==> config.mk <==
export PLATFORM = sky130hd
export DESIGN_NAME = aes_sel_gen
export DESIGN_NICKNAME = d
export VERILOG_FILES = /design/src/rtl/aes_sel_gen.sv
export SDC_FILE = /design/constraint.sdc
export NUM_CORES = 1
export LEC_CHECK = 0
export ABC_CLOCK_PERIOD_IN_PS = 3100
export CAP_MARGIN = 20
export CELL_PAD_IN_SITES_DETAIL_PLACEMENT = 1
export CELL_PAD_IN_SITES_GLOBAL_PLACEMENT = 1
export CORE_AREA = 2 2 39 41
export DETAILED_ROUTE_END_ITERATION = 8
export DIE_AREA = 0 0 41 43
export PLACE_DENSITY = 0.71
export SYNTH_ARGS = -nofsm -noshare
export SYNTH_HDL_FRONTEND = slang
export SYNTH_SLANG_ARGS = --single-unit
export TNS_END_PERCENT = 20
==> constraint.sdc <==
create_clock -name clk_i -period 3.1 [get_ports clk_i]
set_clock_uncertainty 0.1 [all_clocks]
set_input_delay 0.775 -clock clk_i [delete_from_list [all_inputs] [get_ports clk_i]]
set_output_delay 0.775 -clock clk_i [all_outputs]
set_load 0.005 [all_outputs]
==> src/rtl/aes_sel_gen.sv <==
// Sparse mux-select generator: takes a binary index over valid/ready, drives a registered
// Hamming-protected select word, holds it busy, and falls into a terminal all-zero error state.
// Optional macro AES_SEL_GEN_SELF_CHK_EN adds a per-cycle legality check of the select register.
module aes_sel_gen #(
    parameter int Num        = 2,
    parameter int Width      = 3,
    parameter int HoldCycles = 1
) (
    input  logic             clk_i,
    input  logic             rst_ni,
    input  logic             req_i,
    input  logic [2:0]       idx_i,
    output logic             ready_o,
    output logic [Width-1:0] sel_o,
    output logic             err_o
);

    localparam bit CfgOk = (Num == 2 && Width == 3) ||
                           ((Num == 3 || Num == 4) && Width == 5) ||
                           (Num == 6 && Width == 6);
    localparam logic [3:0] NumIdx   = 4'(Num);
    localparam logic [3:0] HoldLast = 4'(HoldCycles - 1);

    // Handshake: a request transfers on a clock edge where req_i && ready_o; req_i is not
    // queued while busy, so the requester keeps it asserted until ready_o returns.
    typedef enum logic [1:0] {
        IDLE  = 2'd0,
        HOLD  = 2'd1,
        ERROR = 2'd2
    } state_t;

    state_t           state_q, state_d;
    logic [3:0]       cnt_q;
    logic [Width-1:0] sel_q;
    logic             accept;
    logic             idx_ok;

    function automatic logic [Width-1:0] enc(input logic [2:0] i);
        logic [5:0] w;
        w = '0;
        case (Num)
            2: w = (i == 3'd0) ? 6'b000011 : 6'b000100;
            3, 4: begin
                case (i)
                    3'd0:    w = 6'b001110;
                    3'd1:    w = 6'b011000;
                    3'd2:    w = 6'b000001;
                    3'd3:    w = 6'b010111;
                    default: w = '0;
                endcase
            end
            6: begin
                case (i)
                    3'd0:    w = 6'b011101;
                    3'd1:    w = 6'b110000;
                    3'd2:    w = 6'b001000;
                    3'd3:    w = 6'b000011;
                    3'd4:    w = 6'b111110;
                    3'd5:    w = 6'b100101;
                    default: w = '0;
                endcase
            end
            default: w = '0;
        endcase
        return Width'(w);
    endfunction

    assign idx_ok = ({1'b0, idx_i} < NumIdx);

`ifdef AES_SEL_GEN_SELF_CHK_EN
    logic sel_legal;
    always_comb begin
        sel_legal = 1'b0;
        for (int k = 0; k < Num; k++) begin
            if (sel_q == enc(3'(k))) sel_legal = 1'b1;
        end
    end
`endif

    // State register and select/counter datapath
    always_ff @(posedge clk_i or negedge rst_ni) begin
        if (!rst_ni) begin
            state_q <= IDLE;
            cnt_q   <= '0;
            sel_q   <= enc(3'd0);
        end else begin
            state_q <= state_d;
            if (state_d == ERROR) begin
                sel_q <= '0;
            end else if (accept) begin
                sel_q <= enc(idx_i);
                cnt_q <= HoldLast;
            end else if (state_q == HOLD && cnt_q != 4'd0) begin
                cnt_q <= cnt_q - 4'd1;
            end
        end
    end

    // Next-state logic; any unknown encoding collapses into ERROR
    always_comb begin
        state_d = state_q;
        accept  = 1'b0;
        case (state_q)
            IDLE: begin
                if (req_i) begin
                    if (idx_ok) begin
                        state_d = HOLD;
                        accept  = 1'b1;
                    end else begin
                        state_d = ERROR;
                    end
                end
            end
            HOLD:    if (cnt_q == 4'd0) state_d = IDLE;
            ERROR:   state_d = ERROR;
            default: state_d = ERROR;
        endcase
`ifdef AES_SEL_GEN_SELF_CHK_EN
        if ((state_q == IDLE || state_q == HOLD) && !sel_legal) begin
            state_d = ERROR;
            accept  = 1'b0;
        end
`endif
        if (!CfgOk) begin
            state_d = IDLE;
            accept  = 1'b0;
        end
    end

    // Outputs; a bad parameter set pins the block in its fault presentation
    always_comb begin
        ready_o = CfgOk && (state_q == IDLE);
        err_o   = !CfgOk || !(state_q == IDLE || state_q == HOLD);
        sel_o   = CfgOk ? sel_q : '0;
    end

endmodule
==> impl_metrics.toml, run 1 <==
[timing]
fin_crit_ps = 2200
maxSlewHeadroom = 0.709
period_share = 0.709
hold_violations = 0
max_freq_mhz = 455
maxSlewViolCount = 0
rsz0062_at_grt = "no"
timing.hold.ws_ps = 404
setup_viol = 0
fin_setup_tns_ps = 0
worstMarginPinSlew_ps = 433

[synth]
ys_ff_latch = 8
yosysTopAreaCellShare = 0.389
synth_cell_type_count = 25
synthCells = 41
synth-edff-count = 0
syn-num-nets = 49
synth-async-reset-ratio = 1.00
synth_most_common_cell = "dfrtp_1"
ys_seq_area_frac = 0.447
syn_avg_cell_area_um2 = 11.0
synthTopCellsByCount = "7 x dfrtp_1, 5 x inv_1"
yosys-top-cells-area = "dfrtp_1 39%, dfstp_2 5.8%, ha_1 5.6%"
yosysWarningCount = 0
synth_area_um2 = 450
ys.flop_type = "dfrtp_1"
yosys.area.top_type = "dfrtp_1"

[clock_tree]
cts.path.max_buffers = 2
cts_made_buffers = 3
path_clk_slew_ps = 50
cts-root-buf = "clkbuf_4"
cts_hold_buffers = 0
cts_setup_buffers = 0
numClockSinks = 8
clkLatencyLatePin_ps = 250
cts_tree = "done"
post_cts_resized = 0
h-tree-depth = 1

[placement]
port_buffers = 10
place_congestion = 0.741
place_hpwl_um = 713

[power_and_ir_drop]
power_frac_seq = 0.500
switchingPower_mw = 0.0626
p_sw_frac = 0.258
pwr-share-comb = 0.150
power.internal_mw = 0.180
p_leak_nw = 0.254
ir_drop_mv = 0.218
p_clk_frac = 0.350
p_per_area_nw_per_um2 = 417

[job]
cap_violations = 0

[drt]
vias = 342
wire_per_inst_um = 12.5
first_pass_iters = 4
vias_per_cell = 4.96
drt_iter0_drc = 2
detail-route-antenna-nets = 0
drcViolationCount = 0
totalWireLength_um = 862

[critical_path]
worst_setup_path_end_kind = "output port"
cp.arrival_ps = 1320
path_buf_inv = 1
crit_path_cell_trace = "nor2_1 -> clkdlybuf4s50_1"
cp_top_family = "buffers and inverters"
worstSetupPathType = "flip-flop to output port"
cp_max_fo = 7
slowest_delay_ps = 500
crit_required_ps = 2220
slowest_stage = "clkdlybuf4s50_1"
startpoint_type = "flip-flop"

[floorplanning]
die_w_um = 41
fp.dieH_um = 43
core-area_um2 = 1380
ios = 11
dieArea_um2 = 1760
rows = 14
initial_utilization = 0.325

[worst_hold_path]
hold_class = "flip-flop to flip-flop"

[cells_and_area]
area_delta_synth_final_pct = 28.9
antenna_cells = 0
drive_above_1_share = 0.170
num-nets-final = 62

[run_status]
status = "completed"

[grt]
grt_usage = 0.128
grt-ovfl-total = 0
antenna_found_initial = 0
grt_pass1_vias = 340
grt_start_max_net_pins = 9
grt_pass1_wl_mm = 1.44
==> power by group through the flow <==
stage	Sequential, mW	Clock, mW	Combinational, mW
after floorplan	0.120	0	0.0213
after global placement	0.123	0	0.0356
after detailed placement	0.123	0	0.0370
after CTS	0.121	0.0887	0.0373
after global routing	0.122	0.0945	0.0415
final	0.121	0.0847	0.0364
==> per-layer routing <==
layer	part of all wire	global-route usage	up-vias
met5	0	0	-
met4	0.022	0.0800	0
met3	0.042	0.0785	2
met2	0.48	0.172	8
met1	0.45	0.147	160
li1	-	-	172
==> cell usage in the layout (no fill, tap or decap) <==
cell,Yosys,routed
clkdlybuf4s50_1,0,10
dfrtp_1,7,7
inv_1,5,5
clkbuf_4,0,3
nor2_1,2,2
o21ai_0,2,2
a21oi_1,2,2
a22o_1,2,2
a311oi_1,2,2
ha_1,2,2
and2b_4,1,1
or3b_1,1,1
nand2b_1,1,1
nor4_4,1,1
a21o_1,1,1
o21bai_1,1,1
nand2b_4,1,1
nor3b_1,1,1
nand3_1,1,1
and2b_1,1,1
nor3_1,1,1
a31oi_1,1,1
or4_4,1,1
a21oi_2,1,1
clkbuf_1,0,1
dfstp_2,1,1
==> cell families (layout without fill, tap and decap cells) <==
group	after synthesis	in the layout	synth area share
DFF	8	8	0.447
and+or+nand+nor	12	12	0.231
adders and majority gates	2	2	0.0555
AOI/OAI and AO/OA	12	12	0.189
buffers and inverters	7	19	0.0778
==> stage by stage <==
| stage | std cells | total power, mW | utilization | setup slack, ps | area [um^2] |
|---|---|---|---|---|---|
| final | 69 | 0.242 | 0.420 | 901 | 581 |
| after floorplan | 41 | 0.142 | - | 1550 | 450 |
| after global routing | 69 | 0.258 | 0.420 | 820 | 581 |
| after global placement | 65 | 0.158 | 0.401 | 1020 | 554 |
| after detailed placement | 65 | 0.160 | 0.401 | 1010 | 554 |
| after CTS | 69 | 0.247 | 0.420 | 877 | 581 |
==> worst paths after layout <==
check	startpoint	end	slack, ps	cells past startpoint
min in group asynchronous	rst_ni	state_q[1]	700	1
worst max-delay path	state_q[1]	ready_o	900	2
worst min-delay path	sel_o[2]	sel_o[2]	400	1
worst min register to register	sel_o[2]	sel_o[2]	400	1
max in group asynchronous	rst_ni	sel_o[1]	1900	1
worst max register to register	cnt_q[0]	cnt_q[1]	1480	4
==> flip-flops by register name, summed over array words and instances (netlist names) <==
signal and count:
sel_o 2, state_q 2, cnt_q 4
==> area by class of cell <==
class	instances	area (um^2)
timing repair buffer	10	100
clock buffer	4	26.3
inverter	5	18.8
sequential	8	201
fill	159	803
tap	16	20.0
multi-input combinational	26	214
(Power assumes the default switching activity.)
==> run 2, diff against run 1 <==
- ABC_CLOCK_PERIOD_IN_PS: 3100 -> 1930
- CORE_AREA: 2 2 39 41 -> unset
- CORE_UTILIZATION: unset -> 31
- DIE_AREA: 0 0 41 43 -> unset
- PLACE_DENSITY: 0.71 -> 0.68
- clock period: 3.1 -> 1.93 ns (I/O delays scaled with it)
==> run 2 against run 1 <==
Sequential share of layout area shrank 0.95 points. Die area down 8.7%. Total power increased by 61%. Sequential power is 61% higher.
==> impl_metrics.toml, run 2 (synthesis gave the netlist of run 1 again) <==
[run_status]
status = "completed"

[clock_tree]
cts_hold_buffers = 0
numClockSinks = 8
h-tree-depth = 1
cts-root-buf = "clkbuf_4"
path_clk_slew_ps = 50
cts_tree = "done"
clkLatencyLatePin_ps = 250
cts.path.max_buffers = 2
cts_made_buffers = 3

[drt]
first_pass_iters = 2
detail-route-antenna-nets = 0
totalWireLength_um = 964
vias = 374
drcViolationCount = 0
wire_per_inst_um = 13.8
vias_per_cell = 5.34
drt_iter0_drc = 3

[grt]
use_met1 = 0.162
antenna_found_initial = 0
use_met2 = 0.258
grt_start_max_net_pins = 9
grt-ovfl-total = 0
grt_usage = 0.154
grt_pass1_vias = 371
grt_pass1_wl_mm = 1.57
grt_busiest_layer = "met2"
gr-usage-met3 = 0.100

[critical_path]
startpoint_type = "flip-flop"
slowest_delay_ps = 540
cp_max_fo = 3
worstSetupPathType = "flip-flop to output port"
crit_required_ps = 1350
crit_path_cell_trace = "clkdlybuf4s50_1"
worst_setup_path_end_kind = "output port"
slowest_stage = "dfstp_2"
path_buf_inv = 1
cp.arrival_ps = 1280
cp_top_family = "flip-flops"

[timing]
max_freq_mhz = 536
worst_slack_ps = 64.3
hold_violations = 0
fin_crit_ps = 1870
setup_viol = 0
rsz0062_at_grt = "no"
period_share = 0.967
maxSlewViolCount = 0
worstMarginPinSlew_ps = 423
fin_setup_tns_ps = 0
maxSlewHeadroom = 0.716

[floorplanning]
die_w_um = 40.1
core-area_um2 = 1330
dieArea_um2 = 1610
fp.dieH_um = 40.1
initial_utilization = 0.338
rows = 13
ios = 11

[cells_and_area]
layout_commonest_cell = "clkdlybuf4s50_1"
num-nets-final = 64
largest_reg_flops = 4
antenna_cells = 0
final_cell_mix = "8 x clkdlybuf4s50_1, 6 x dfrtp_1, 5 x inv_1"
area_delta_synth_final_pct = 33.3
top_register = "cnt_q"
drive_above_1_share = 0.218

[worst_hold_path]
hold_class = "flip-flop to flip-flop"

[placement]
place_congestion = 0.782
pre_cts_ws_ps = 112
place_hpwl_um = 746
port_buffers = 10

[power_and_ir_drop]
p_per_area_nw_per_um2 = 648
ir_drop_mv = 0.476
p_leak_nw = 0.299

[job]
cap_violations = 0
run 2: cell types whose count changed in the layout (fill, tap and decap cells not counted), sizes merged:
| cell | before | now |
|---|---|---|
| buf | 0 | 2 |
| dlymetal6s2s | 0 | 2 |
| clkdlybuf4s50 | 10 | 8 |
run 2: through the flow:
step	cell area [um^2]	hold slack [ps]	utilization	power, mW	instances
finish	601	399	0.450	0.389	70
floorplan	450	86.9	-	0.228	41
global route	601	416	0.450	0.416	70
CTS	581	406	0.435	0.394	68
detailed placement	553	395	0.415	0.257	64
global placement	553	382	0.415	0.251	64
run 2: layout make-up:
| class | instances | area [um^2] |
|---|---|---|
| inverter | 5 | 18.8 |
| fill | 155 | 733 |
| timing repair buffer | 12 | 120 |
| sequential | 8 | 203 |
| tap | 15 | 18.8 |
| clock buffer | 4 | 26.3 |
| multi-input combinational | 26 | 214 |
run 2: worst paths after layout:
check / startpoint / end / slack (ps) / cells after the start
worst max-delay path: sel_o[1] / sel_o[0] / 60 / 1
worst max register to register: cnt_q[0] / cnt_q[1] / 280 / 4
min in group asynchronous: rst_ni / state_q[0] / 410 / 1
worst min-delay path: sel_o[2] / sel_o[2] / 400 / 1
worst min register to register: sel_o[2] / sel_o[2] / 400 / 1
max in group asynchronous: rst_ni / sel_o[1] / 1020 / 1
run 2: where the power goes:
part	internal, mW	leakage, nW	total (mW)	switching (mW)
registers	0.182	0.0894	0.195	0.0138
clock network	0.0791	0.0150	0.136	0.0566
logic	0.0275	0.195	0.0582	0.0307
run 2: layer usage:
metal  vias to the layer above  routed length (um)
met5                         -                   0
met4                         0                   0
met3                         0                  53
met2                         9                 488
met1                       190                 423
li1                        175                   -
run 2: what timing repair did:
action	in CTS	in global routing
pin swaps	0	1
endpoints found under the setup margin	1	2
resized for setup	1	2
buffers inserted	0	2
hold endpoints to repair	0	0
